**src/rtl/inst_trace_fifo_pkg.sv**
```systemverilog
// Shared types and widths for the instruction-trace FIFO.
// INST_TRACE_FIFO_STAMP_EN adds a commit stamp field to each entry.
package inst_trace_fifo_pkg;

   localparam int PC_W    = 32;
   localparam int DATA_W  = 32;
   localparam int REG_W   = 5;
   localparam int STAMP_W = 32;

   typedef struct packed {
`ifdef INST_TRACE_FIFO_STAMP_EN
      logic [STAMP_W-1:0] stamp;
`endif
      logic [PC_W-1:0]    pc;
      logic [REG_W-1:0]   waddr;
      logic [DATA_W-1:0]  wdata;
      logic               wen;
   } inst_trace_entry_t;

endpackage

```
**src/rtl/inst_trace_fifo_mem.sv**
```systemverilog
// Entry storage: one write port, one asynchronous read port, async clear to zero.
module trace_fifo_mem
   import inst_trace_fifo_pkg::*;
#(
   parameter int p_depth = 8
)(
   input  logic                       clk,
   input  logic                       rst,
   input  logic                       i_wen,
   input  logic [$clog2(p_depth)-1:0] i_waddr,
   input  inst_trace_entry_t          i_wdata,
   input  logic [$clog2(p_depth)-1:0] i_raddr,
   output inst_trace_entry_t          o_rdata
);

   inst_trace_entry_t [p_depth-1:0] r_mem;

   always_ff @(posedge clk or negedge rst) begin
      if (!rst)       r_mem          <= '0;
      else if (i_wen) r_mem[i_waddr] <= i_wdata;
   end

   assign o_rdata = r_mem[i_raddr];

endmodule

```
**src/rtl/inst_trace_fifo.sv**
```systemverilog
// Commit-trace FIFO: lossy on overflow with a sticky flag and saturating drop count.
// INST_TRACE_FIFO_STAMP_EN adds out_stamp, a per-commit sequence number.
module inst_trace_fifo
   import inst_trace_fifo_pkg::*;
#(
   parameter int p_depth     = 8,
   parameter int p_drop_bits = 16
)(
   input  logic                     clk,
   input  logic                     rst,
   input  logic                     trace_val,
   input  logic [PC_W-1:0]          trace_pc,
   input  logic [REG_W-1:0]         trace_waddr,
   input  logic [DATA_W-1:0]        trace_wdata,
   input  logic                     trace_wen,
   output logic                     out_val,
   input  logic                     out_rdy,
   output logic [PC_W-1:0]          out_pc,
   output logic [REG_W-1:0]         out_waddr,
   output logic [DATA_W-1:0]        out_wdata,
   output logic                     out_wen,
`ifdef INST_TRACE_FIFO_STAMP_EN
   output logic [STAMP_W-1:0]       out_stamp,
`endif
   output logic [$clog2(p_depth):0] occupancy,
   output logic                     overflow,
   output logic [p_drop_bits-1:0]   drop_cnt,
   input  logic                     clr_overflow
);

   localparam int PTR_W = $clog2(p_depth);
   localparam int OCC_W = PTR_W + 1;

   logic [PTR_W-1:0]       r_wptr, r_rptr;
   logic [OCC_W-1:0]       r_occ;
   logic                   r_overflow;
   logic [p_drop_bits-1:0] r_drop_cnt;
   logic                   w_full, w_pop, w_push, w_drop;
   inst_trace_entry_t      w_wr, w_rd;

   assign out_val = (r_occ != '0);
   assign w_full  = (r_occ == OCC_W'(p_depth));
   assign w_pop   = out_val && out_rdy;
   // A pop frees the slot in the same cycle, so a full FIFO still accepts.
   assign w_push  = trace_val && (!w_full || w_pop);
   assign w_drop  = trace_val && w_full && !w_pop;

`ifdef INST_TRACE_FIFO_STAMP_EN
   logic [STAMP_W-1:0] r_stamp;

   always_ff @(posedge clk or negedge rst) begin
      if (!rst)           r_stamp <= '0;
      else if (trace_val) r_stamp <= r_stamp + STAMP_W'(1);
   end

   assign w_wr.stamp = r_stamp;
   assign out_stamp  = w_rd.stamp;
`endif
   assign w_wr.pc    = trace_pc;
   assign w_wr.waddr = trace_waddr;
   assign w_wr.wdata = trace_wdata;
   assign w_wr.wen   = trace_wen;

   trace_fifo_mem #(.p_depth(p_depth)) u_mem (
      .clk     (clk),
      .rst     (rst),
      .i_wen   (w_push),
      .i_waddr (r_wptr),
      .i_wdata (w_wr),
      .i_raddr (r_rptr),
      .o_rdata (w_rd)
   );

   always_ff @(posedge clk or negedge rst) begin
      if (!rst) begin
         r_wptr <= '0;
         r_rptr <= '0;
         r_occ  <= '0;
      end else begin
         if (w_push) r_wptr <= r_wptr + PTR_W'(1);
         if (w_pop)  r_rptr <= r_rptr + PTR_W'(1);
         if (w_push && !w_pop)      r_occ <= r_occ + OCC_W'(1);
         else if (w_pop && !w_push) r_occ <= r_occ - OCC_W'(1);
      end
   end

   // A drop coinciding with a clear restarts the count at one.
   always_ff @(posedge clk or negedge rst) begin
      if (!rst) begin
         r_overflow <= 1'b0;
         r_drop_cnt <= '0;
      end else if (w_drop) begin
         r_overflow <= 1'b1;
         if (clr_overflow)     r_drop_cnt <= p_drop_bits'(1);
         else if (~&r_drop_cnt) r_drop_cnt <= r_drop_cnt + p_drop_bits'(1);
      end else if (clr_overflow) begin
         r_overflow <= 1'b0;
         r_drop_cnt <= '0;
      end
   end

   assign out_pc    = w_rd.pc;
   assign out_waddr = w_rd.waddr;
   assign out_wdata = w_rd.wdata;
   assign out_wen   = w_rd.wen;
   assign occupancy = r_occ;
   assign overflow  = r_overflow;
   assign drop_cnt  = r_drop_cnt;

`ifndef SYNTHESIS
   function automatic string linetrace();
      return $sformatf("occ=%0d pc=%08h drops=%0d", r_occ, w_rd.pc, r_drop_cnt);
   endfunction
`endif

endmodule

```
**config.mk**
```make
export PLATFORM = sky130hd
export DESIGN_NAME = inst_trace_fifo
export DESIGN_NICKNAME = d
export VERILOG_FILES = /design/src/rtl/inst_trace_fifo_pkg.sv /design/src/rtl/inst_trace_fifo_mem.sv /design/src/rtl/inst_trace_fifo.sv
export SDC_FILE = /design/constraint.sdc
export NUM_CORES = 1
export LEC_CHECK = 0
export CORE_UTILIZATION = 25
export DETAILED_ROUTE_END_ITERATION = 10
export PLACE_DENSITY = 0.53
export SETUP_SLACK_MARGIN = 0.05
export SLEW_MARGIN = 20
export SYNTH_ARGS = -nofsm -noshare
export SYNTH_HDL_FRONTEND = slang
export SYNTH_SLANG_ARGS = --single-unit
```
**constraint.sdc**
```tcl
create_clock -name clk -period 2.45 [get_ports clk]
set_clock_uncertainty 0.1 [all_clocks]
set_input_delay 0.245 -clock clk [delete_from_list [all_inputs] [get_ports clk]]
set_output_delay 0.245 -clock clk [all_outputs]
set_load 0.02 [all_outputs]
```
==> impl_metrics.csv <==
group,metric,value,unit
setup_path,r2r_start,"occupancy[1]",
timing,final_max_slew_viol_count,0,
clock_network,cts.clk_slew.worst_paths,0.06,ns
power,intPower,36.3,mW
synth,syn_area,26400,um^2
clock_network,clockRootBuffer,"clkbuf_16",
floorplanning,fp.dieH,327,um
outcome,failed_checks,"negative setup slack",
synth,syn_inst,1588,
synth,synth_seq_cells,587,
detailed_routing,dr_total_vias,15212,
timing,relSlewSlack,50.1,%
power,leakage,14.5,nW
floorplanning,dieArea,107000,um^2
setup_path,arrival,2.57,ns
setup_path,worst_r2r_path_depth,10,
place,dp_hpwl,45300,um
synth,ys_seq_area_share,55.6,%
global_routing,antenna_found_initial,10,
detailed_routing,viasPerCell,4.57,
final_layout,layout-drive-gt1-share,57.4,%
final_layout,fillCellCount,10133,
clock_network,clockBufferDepth,3,
clock_network,cts_buffers,73,
final_layout,finalNetCount,1982,
synth,synth_ff_type,"dfrtp_1",
final_layout,area_delta_synth_final,30.6,%
clock_network,clkLatencyLatePin,0.62,ns
timing,rsz0062_at_grt,"yes",
timing,post-route-period-util,119,%
global_routing,track_usage,13.1,%
power,power,52.9,mW
setup_path,cp-startpoint,"r_rptr[0]",
detailed_routing,wl,69500,um
synth,synth_async_sr_flop_share,100,%
detailed_routing,avgRoutedWirePerCell,20.9,um
detailed_routing,remaining_drc_errors,0,
timing,finalCriticalPeriod,2.91,ns
timing,finalHoldViolCount,0,
floorplanning,core,104000,um^2
outcome,run_status,"finished with violations",
synth,syn-num-nets,1670,
setup_path,start_kind,"flop",
place,numPortBuffers,166,
global_routing,grt_max_degree,82,
clock_network,cts_sinks,587,
floorplanning,row_count,118,
synth,synth_edf_count,0,
synth,synth_cell_type_count,50,
power,comb_power_share,47.8,%
detailed_routing,firstDrtPassIters,4,
setup_path,path_class,"flop to output pin",
global_routing,grt.overflow.total,0,
detailed_routing,drtIter0Drc,674,
synth,yosysWarnings,0,
global_routing,grt_pass1_vias,17187,
timing,setup_tns,-26.71,ns
place,gp_congestion,0.727,
detailed_routing,ant_nets,0,
worst_hold_path,hold_path_class,"primary input to asynchronous set/reset pin",
setup_path,reg2reg_to,"occupancy[3]",
run,drv_cap,0,
timing,tightest_slew,0.746,ns
floorplanning,chipWidth,327,um
power,p_switching,16.6,mW
power,clkPwrFrac,20.1,%
clock_network,cts_tree,"yes",
setup_path,r2r_slack,0.04,ns
setup_path,cp_max_fo,8,
power,ir_worst_vdd,0.00120,V
synth,avgSynthCellArea,16.7,um^2
timing,fin_ws,-0.460,ns
global_routing,grt_pass1_wl,108000,um
floorplanning,ios,167,
power,powerDensity,1530,nW/um^2
clock_network,htree_levels,3,
timing,fmax,344,MHz
setup_path,cp-end-kind,"output pin",
power,switching_share,31.5,%
power,p_seq_share,32.2,%
setup_path,required,2.11,ns
final_layout,antenna_cells,0,
timing,setup_viol,70,
floorplanning,initial_core_util,25.4,%
-- critical path, cell delays in order, from the launching register on --
cell and delay, ns:
dfrtp_4 0.49, buf_4 0.15, buf_12 0.15, buf_4 0.15
buf_12 0.12, mux4_2 0.43, mux2_4 0.30, buf_6 0.14
-- placed cells by master, fill, tap and decap left out, types with 38 or more instances in the layout --
cell type / instances
buf_12: 70
buf_4: 78
buf_6: 83
clkbuf_16: 77
clkdlybuf4s50_1: 94
dfrtp_1: 582
mux2_1: 38
mux2_2: 532
mux2_4: 64
mux4_2: 140
-- power by group through the flow --
stage / registers, mW / logic, mW / clock network [mW]
floorplan: 16.1 / 14.7 / 0
global placement: 16.8 / 22.3 / 0
global route: 17.6 / 26.9 / 11.4
CTS: 17.0 / 25.2 / 11.0
detailed placement: 17.2 / 22.7 / 0
finish: 17.0 / 25.3 / 10.6
-- flip-flops by register name, summed over array words and instances (netlist names) --
name / cells
overflow: 1
r_rptr: 3
drop_cnt: 16
u_mem.r_mem: 560
r_wptr: 3
occupancy: 4
-- synthesized netlist by cell type (3+ instances only) --
master | count | area, um^2
or3_1 | 3 | 18.8
nand2_1 | 13 | 48.8
inv_1 | 3 | 11.3
mux2_1 | 38 | 428
xnor2_1 | 7 | 61.3
nor2b_1 | 4 | 25.0
or4_1 | 8 | 60.1
nand4_1 | 4 | 25.0
mux4_2 | 140 | 3150
buf_4 | 28 | 210
buf_2 | 31 | 155
a21oi_1 | 11 | 55.1
dfrtp_1 | 587 | 14700
clkbuf_1 | 33 | 124
o31ai_1 | 7 | 52.6
buf_6 | 7 | 78.8
buf_1 | 5 | 18.8
o21ai_0 | 5 | 25.0
ha_1 | 6 | 75.1
nor2_1 | 7 | 26.3
a211oi_1 | 3 | 22.5
nor3_1 | 3 | 15.0
mux2_2 | 596 | 6710
nand3_1 | 4 | 20.0
-- stage by stage --
step           hold WS, ns  utilization [%]  instance area [um^2]  setup WS [ns]  instances
5_1_grt              0.113             33.1                 34500         -0.559       3330
3_3_place_gp         0.154             29.8                 31000         -0.239       3161
6_report             0.102             33.1                 34500         -0.460       3330
4_1_cts             0.0896             32.9                 34300         -0.533       3321
2_1_floorplan       -0.151                -                 26500        -0.0380       1588
3_5_place_dp         0.159             29.8                 31000         -0.237       3161
-- what timing repair did --
action / CTS / global route
resized for setup: 450 / 32
pin swaps: 1 / 0
cloned: 7 / 2
hold buffers: 1 / 0
setup buffers: 28 / 7
hold endpoints to repair: 295 / 0
setup endpoints to repair: 108 / 93
-- worst max path at each step --
| stage | to | slack [ns] |
|---|---|---|
| floorplan | occupancy[3] | -0.04 |
| global route | out_pc[17] | -0.56 |
| CTS | out_pc[31] | -0.53 |
| finish | out_wdata[4] | -0.46 |
| detailed placement | u_mem.r_mem[268] | -0.24 |
| global placement | u_mem.r_mem[268] | -0.24 |
-- kinds of logic after synthesis --
kind of cell / synth area share, %
DFF: 55.6
adders and majority gates: 0.360
xor gates and xnor gates: 0.232
AOI/OAI and AO/OA: 0.871
and+or+nand+nor: 1.73
muxes: 39.0
buffers and inverters: 2.29
-- layer usage --
metal	track usage, %	share of wire, %
met3	3.33	4.5
met5	0	0.19
met2	21.5	49
met4	3.31	1.8
met1	17.3	45
-- final cells by class --
| cell class | instances | area (um^2) | area share (%) |
|---|---|---|---|
| inverters | 4 | 20.0 | 0.0580 |
| repair buffers | 342 | 4220 | 12.2 |
| multi-input cells | 892 | 11500 | 33.3 |
| flip-flops and latches | 587 | 14700 | 42.6 |
| clock buffers | 109 | 2240 | 6.47 |
| well taps | 1380 | 1730 | 5.00 |
| clock inverters | 16 | 151 | 0.438 |
(Power assumes the default switching activity.)
